[config.mk]
export PLATFORM = sky130hd
export DESIGN_NAME = fetch_stage
export DESIGN_NICKNAME = d
export VERILOG_FILES = /design/src/rtl/fetch_stage_pkg.sv /design/src/rtl/npc_calc.sv /design/src/rtl/fetch_stage.sv
export SDC_FILE = /design/constraint.sdc
export NUM_CORES = 1
export LEC_CHECK = 0
export ABC_AREA = 1
export BUFFER_PORTS_ARGS = -buffer_cell sky130_fd_sc_hd__buf_2
export CAP_MARGIN = 30
export CORE_AREA = 2 2 181 183
export CTS_CLUSTER_SIZE = 10
export DETAILED_ROUTE_END_ITERATION = 7
export DIE_AREA = 0 0 183 185
export PLACE_DENSITY = 0.51
export SLEW_MARGIN = 20
export SYNTH_ARGS = -nofsm -noshare
export SYNTH_HDL_FRONTEND = slang
export SYNTH_SLANG_ARGS = --single-unit
[constraint.sdc]
create_clock -name clk -period 6.6 [get_ports clk]
set_clock_uncertainty 0.1 [all_clocks]
set_input_delay 1.65 -clock clk [delete_from_list [all_inputs] [get_ports clk]]
set_output_delay 1.65 -clock clk [all_outputs]
set_load 0.05 [all_outputs]
[src/rtl/fetch_stage_pkg.sv]
// Shared definitions for the IF stage: next-PC select encodings, address map defaults
// and the branch offset helper.
package fetch_stage_pkg;

  typedef enum logic [1:0] {
    NPC_SEQ = 2'b00,
    NPC_BR  = 2'b01,
    NPC_J   = 2'b10,
    NPC_JR  = 2'b11
  } npc_sel_e;

  localparam logic [31:0] RESET_PC_DEF = 32'h0000_3000;
  localparam logic [31:0] IM_BASE_DEF  = 32'h0000_3000;
  localparam int          IM_DEPTH_DEF = 1024;
  localparam logic [31:0] NOP          = 32'h0000_0000;

  // Word offset of a beq-style branch: sign-extended and scaled to bytes.
  function automatic logic [31:0] br_offset(input logic [15:0] imm16);
    return {{14{imm16[15]}}, imm16, 2'b00};
  endfunction

endpackage

[src/rtl/npc_calc.sv]
// Combinational next-PC selection: sequential, taken branch, j/jal and jr.
module npc_calc
  import fetch_stage_pkg::*;
(
  input  logic [31:0] pc_f,
  input  logic [31:0] pc_d,
  input  logic        valid_d,
  input  npc_sel_e    npc_sel,
  input  logic        br_taken,
  input  logic [15:0] imm16,
  input  logic [25:0] index26,
  input  logic [31:0] reg_rs,
  output logic [31:0] npc
);

  logic [31:0] pc_seq;
  logic [31:0] pc_br;

  assign pc_seq = pc_f + 32'd4;
  assign pc_br  = pc_d + 32'd4 + br_offset(imm16);

  // NOTE: npc gets a default first so no path through the case can infer a latch.
  always_comb begin
    npc = pc_seq;
    // A bubble in ID carries no redirect, whatever its control fields say.
    if (valid_d) begin
      case (npc_sel)
        NPC_SEQ: npc = pc_seq;
        NPC_BR:  npc = br_taken ? pc_br : pc_seq;
        NPC_J:   npc = {pc_d[31:28], index26, 2'b00};
        NPC_JR:  npc = reg_rs;
        default: npc = pc_seq;
      endcase
    end
  end

endmodule

[src/rtl/fetch_stage.sv]
// MIPS IF stage: PC register, IM address, and the IF/ID pipeline register.
// Redirects come from ID and land after the delay slot, which is never flushed.
module fetch_stage
  import fetch_stage_pkg::*;
#(
  parameter logic [31:0] RESET_PC = RESET_PC_DEF,
  parameter logic [31:0] IM_BASE  = IM_BASE_DEF,
  parameter int          IM_DEPTH = IM_DEPTH_DEF
) (
  input  logic        clk,
  input  logic        reset,
  input  logic        Stall,
  input  logic [1:0]  NPCSel,
  input  logic        BrTaken,
  input  logic [15:0] Imm16_D,
  input  logic [25:0] Index26_D,
  input  logic [31:0] RegRs_D,
  output logic [31:0] IM_Addr,
  input  logic [31:0] IM_Instr,
  output logic [31:0] Instr_D,
  output logic [31:0] PC_D,
  output logic [31:0] PC8_D,
  output logic        Valid_D,
  output logic        AddrErr_D
);

  localparam logic [31:0] IM_END = IM_BASE + 32'(4 * IM_DEPTH);

  logic [31:0] pc_f;
  logic [31:0] npc;
  logic [31:0] instr_f;
  logic        err_f;

  assign IM_Addr = pc_f;
  assign err_f   = (pc_f[1:0] != 2'b00) || (pc_f < IM_BASE) || (pc_f >= IM_END);
  assign instr_f = err_f ? NOP : IM_Instr;

  npc_calc u_npc_calc (
    .pc_f     (pc_f),
    .pc_d     (PC_D),
    .valid_d  (Valid_D),
    .npc_sel  (npc_sel_e'(NPCSel)),
    .br_taken (BrTaken),
    .imm16    (Imm16_D),
    .index26  (Index26_D),
    .reg_rs   (RegRs_D),
    .npc      (npc)
  );

  // NOTE: reset sits in the sensitivity list and is tested first, so it acts at once and overrides Stall.
  always_ff @(posedge clk or posedge reset) begin
    if (reset) begin
      pc_f      <= RESET_PC;
      Instr_D   <= NOP;
      PC_D      <= '0;
      PC8_D     <= '0;
      Valid_D   <= 1'b0;
      AddrErr_D <= 1'b0;
    end else if (!Stall) begin
      pc_f      <= npc;
      Instr_D   <= instr_f;
      PC_D      <= pc_f;
      PC8_D     <= pc_f + 32'd8;
      Valid_D   <= 1'b1;
      AddrErr_D <= err_f;
    end
  end

endmodule

==> flow_results.xml <==
<?xml version="1.0" encoding="UTF-8"?>
<metrics>
  <group name="logic_synthesis">
    <metric name="post-synth-top-count-cell" unit="">sky130_fd_sc_hd__nand2_1</metric>
    <metric name="synth_seq_cells" unit="">127</metric>
    <metric name="synth_cell_types" unit="">44</metric>
    <metric name="synth_top_cell_by_area" unit="">sky130_fd_sc_hd__dfrtp_1</metric>
    <metric name="mappedNetlistNets" unit="">1588</metric>
    <metric name="synth_enable_flop_cells" unit="">0</metric>
    <metric name="synthTopCellsByCount" unit="">sky130_fd_sc_hd__nand2_1 (516), sky130_fd_sc_hd__inv_1 (198), sky130_fd_sc_hd__dfrtp_1 (125), sky130_fd_sc_hd__o21ai_0 (92), sky130_fd_sc_hd__nand3_1 (80)</metric>
    <metric name="synth_area_per_cell" unit="sq um">6.70</metric>
    <metric name="sequential_cell_area_fraction_in_the_yosys_report" unit="%">33.5</metric>
    <metric name="synthArstFlopShare" unit="%">100</metric>
    <metric name="ys_warn_count" unit="">0</metric>
    <metric name="netlist_top_cells_area" unit="">sky130_fd_sc_hd__dfrtp_1 (33%), sky130_fd_sc_hd__nand2_1 (20%), sky130_fd_sc_hd__ha_1 (7.9%)</metric>
    <metric name="synthesis.instances" unit="">1415</metric>
    <metric name="dominantRegCellSynth" unit="">sky130_fd_sc_hd__dfrtp_1</metric>
    <metric name="synth.top_cell.area_share" unit="%">33.0</metric>
    <metric name="mappedNetlistArea" unit="sq um">9490</metric>
  </group>
  <group name="clock_tree">
    <metric name="clock_tree.buffer_depth" unit="">2</metric>
    <metric name="cts.repair_timing.setup_buffer_count" unit="">0</metric>
    <metric name="cts.clk_slew.worst_paths" unit="ps">60</metric>
    <metric name="cts_htree_levels" unit="">4</metric>
    <metric name="hold_buffers" unit="">0</metric>
    <metric name="cts_sinks" unit="">127</metric>
    <metric name="worst_skew_pair.late_latency" unit="ps">430</metric>
    <metric name="cts_tree" unit="">built</metric>
    <metric name="cts_buffers" unit="">17</metric>
    <metric name="cts_resized" unit="">0</metric>
    <metric name="clk_root_buffer_cell" unit="">sky130_fd_sc_hd__clkbuf_16</metric>
  </group>
  <group name="sta">
    <metric name="tightestPinTransition" unit="ps">892</metric>
    <metric name="final_period_minus_worst_setup_slack" unit="ps">4070</metric>
    <metric name="rsz0062_at_grt" unit="">false</metric>
    <metric name="slew_viol_final" unit="">0</metric>
    <metric name="setup_tns" unit="ps">0</metric>
    <metric name="finalSetupViolCount" unit="">0</metric>
    <metric name="final_hold_viol_count" unit="">0</metric>
    <metric name="max_slew_headroom" unit="%">40.3</metric>
    <metric name="finalCritPeriodShare" unit="%">61.7</metric>
    <metric name="achievable-frequency" unit="GHz">0.246</metric>
  </group>
  <group name="place">
    <metric name="final_weighted_congestion_in_routability_driven_placement" unit="">1.02</metric>
    <metric name="placement.io_buffers" unit="">241</metric>
    <metric name="place.detailed.hpwl" unit="mm">29.9</metric>
  </group>
  <group name="floorplanning">
    <metric name="num_rows" unit="">66</metric>
    <metric name="placeableCoreArea" unit="sq um">32000</metric>
    <metric name="die_footprint" unit="sq um">33900</metric>
    <metric name="die_w" unit="um">183</metric>
    <metric name="ioPinCount" unit="">242</metric>
    <metric name="die-height" unit="um">185</metric>
    <metric name="start_util" unit="%">29.6</metric>
  </group>
  <group name="detailed_routing">
    <metric name="drt_drc_violations_left" unit="">0</metric>
    <metric name="detailedRoute.firstIterationViolations" unit="">776</metric>
    <metric name="avgViaCountPerCell" unit="">4.89</metric>
    <metric name="dr_total_vias" unit="">10059</metric>
    <metric name="wl" unit="mm">37.5</metric>
    <metric name="dr.pass1.iters" unit="">5</metric>
    <metric name="final_antenna_net_count" unit="">0</metric>
    <metric name="drt-wirelength-per-cell" unit="um">18.2</metric>
  </group>
  <group name="global_route">
    <metric name="antenna_found_initial" unit="">0</metric>
    <metric name="grt_overflow" unit="">0</metric>
    <metric name="grt_pass1_wl" unit="mm">57.2</metric>
    <metric name="maximum_number_of_pins_on_one_net_before_global_route_repair" unit="">81</metric>
    <metric name="grt_util_all_layers" unit="%">22.4</metric>
    <metric name="via_count_of_the_first_global_routing_pass" unit="">9893</metric>
  </group>
  <group name="critical_path">
    <metric name="worst_setup_path_category" unit="">input port to flip-flop</metric>
    <metric name="end_kind" unit="">flip-flop</metric>
    <metric name="worst-endpoint-required" unit="ps">6820</metric>
    <metric name="cp_data_arrival_time" unit="ps">4290</metric>
    <metric name="timing.critical_path.fanout_max" unit="">15</metric>
    <metric name="worstSetupStartpointType" unit="">input port</metric>
  </group>
  <group name="finish">
    <metric name="design.final.nets" unit="">1809</metric>
    <metric name="synthToLayoutAreaGrowth" unit="%">23.9</metric>
    <metric name="num_antenna_cells" unit="">0</metric>
    <metric name="drive_gt1_share" unit="%">19.5</metric>
  </group>
  <group name="worst_hold_path">
    <metric name="hold_class" unit="">flip-flop to flip-flop</metric>
  </group>
  <group name="job">
    <metric name="max_cap_viol_count" unit="">0</metric>
  </group>
  <group name="power">
    <metric name="fin_total_pwr" unit="mW">3.44</metric>
    <metric name="power.ir.vdd_worst" unit="mV">0.181</metric>
    <metric name="power-per-cell-area" unit="nW/um^2">292</metric>
    <metric name="leakage" unit="nW">6.50</metric>
  </group>
  <group name="run_status">
    <metric name="outcome" unit="">complete, no violations</metric>
  </group>
</metrics>
power breakdown:
part	leakage, nW	total, mW	switching [mW]	internal (mW)
Sequential	1.64	1.03	0.157	0.876
Clock	0.322	1.07	0.395	0.676
Combinational	4.54	1.33	0.972	0.360
Total	6.50	3.44	1.52	1.91
through the flow:
step / setup slack, ps / std cells / hold slack, ps / cell area, sq um / utilization, %
after global placement: 2030 / 2024 / 361 / 11100 / 34.5
after floorplan: 1470 / 1415 / 548 / 9490 / -
after CTS: 2570 / 2057 / 382 / 11800 / 36.7
after global routing: 2470 / 2057 / 404 / 11800 / 36.7
final: 2530 / 2057 / 379 / 11800 / 36.7
after detailed placement: 2110 / 2025 / 365 / 11100 / 34.6
layer usage:
metal	wire length (um)	global-route usage [%]	vias to the layer above
met2	17100	36.2	350
met5	0	0	-
met1	16800	29.8	4702
met3	2370	4.40	66
li1	-	-	4941
met4	1220	8.42	0
critical path, cell delays in order:
cell                      delay [ps]
sky130_fd_sc_hd__buf_2           330
sky130_fd_sc_hd__ha_1            310
sky130_fd_sc_hd__ha_1            370
sky130_fd_sc_hd__nand2_1         140
sky130_fd_sc_hd__nor2_1          220
sky130_fd_sc_hd__nand2_1         120
sky130_fd_sc_hd__nor3b_1         390
sky130_fd_sc_hd__nand2_1         230
sky130_fd_sc_hd__nand3_1         130
sky130_fd_sc_hd__nand3_1         130
sky130_fd_sc_hd__nand2_1         100
sky130_fd_sc_hd__nand2_1          50
sky130_fd_sc_hd__nand2_1          70
sky130_fd_sc_hd__nand2_1          50
cell usage in the layout, fill, tap and decap left out, types with 8 or more instances in the layout:
cell type / n
sky130_fd_sc_hd__nand2_1: 516
sky130_fd_sc_hd__buf_2: 240
sky130_fd_sc_hd__inv_1: 197
sky130_fd_sc_hd__dfrtp_1: 125
sky130_fd_sc_hd__o21ai_0: 92
sky130_fd_sc_hd__nand3_1: 80
sky130_fd_sc_hd__nor2_1: 77
sky130_fd_sc_hd__ha_1: 60
sky130_fd_sc_hd__a21oi_1: 43
sky130_fd_sc_hd__xor2_1: 27
sky130_fd_sc_hd__nand4_1: 17
sky130_fd_sc_hd__clkbuf_16: 17
sky130_fd_sc_hd__a221oi_1: 15
sky130_fd_sc_hd__nor3_1: 14
sky130_fd_sc_hd__o211ai_1: 13
sky130_fd_sc_hd__inv_2: 10
sky130_fd_sc_hd__nor2_2: 10
sky130_fd_sc_hd__buf_4: 8
registers in the layout (all words and copies together), names as in the netlist:
name and count:
PC8_D 29, Valid_D 1, Instr_D 32, AddrErr_D 1, IM_Addr 32, PC_D 32
final timing paths:
| path | to | startpoint | slack (ps) | cells past startpoint |
|---|---|---|---|---|
| min in group asynchronous | Instr_D[2] | reset | 1250 | 2 |
| worst max-delay path | IM_Addr[28] | Imm16_D[15] | 2530 | 14 |
| max in group asynchronous | PC_D[12] | reset | 3990 | 3 |
| worst max register to register | IM_Addr[28] | PC_D[14] | 3530 | 13 |
| worst min register to register | PC8_D[3] | PC8_D[3] | 380 | 2 |
| worst min-delay path | PC8_D[3] | PC8_D[3] | 380 | 2 |
cell families (layout without fill, tap and decap cells):
| group | count (synthesis) | in the layout | synth area share, % |
|---|---|---|---|
| AND/OR/NAND/NOR | 741 | 741 | 32.6 |
| buffers and inverters | 257 | 491 | 10.4 |
| AO/OA/AOI/OAI | 191 | 191 | 11.7 |
| flip-flops | 127 | 127 | 33.5 |
| adder cells (fa/ha/maj) | 61 | 61 | 8.12 |
| XOR/XNOR | 34 | 34 | 3.14 |
| multiplexers | 4 | 4 | 0.435 |
final cells by class:
| type | instances | area (sq um) |
|---|---|---|
| clock buffers | 17 | 425 |
| clock inverters | 15 | 234 |
| fillers | 3547 | 20300 |
| inverters | 210 | 793 |
| multi-input cells | 1031 | 5320 |
| flip-flops and latches | 127 | 3180 |
| well taps | 408 | 510 |
| repair buffers | 249 | 1290 |
Note: power is estimated with default switching activity, not from simulation.
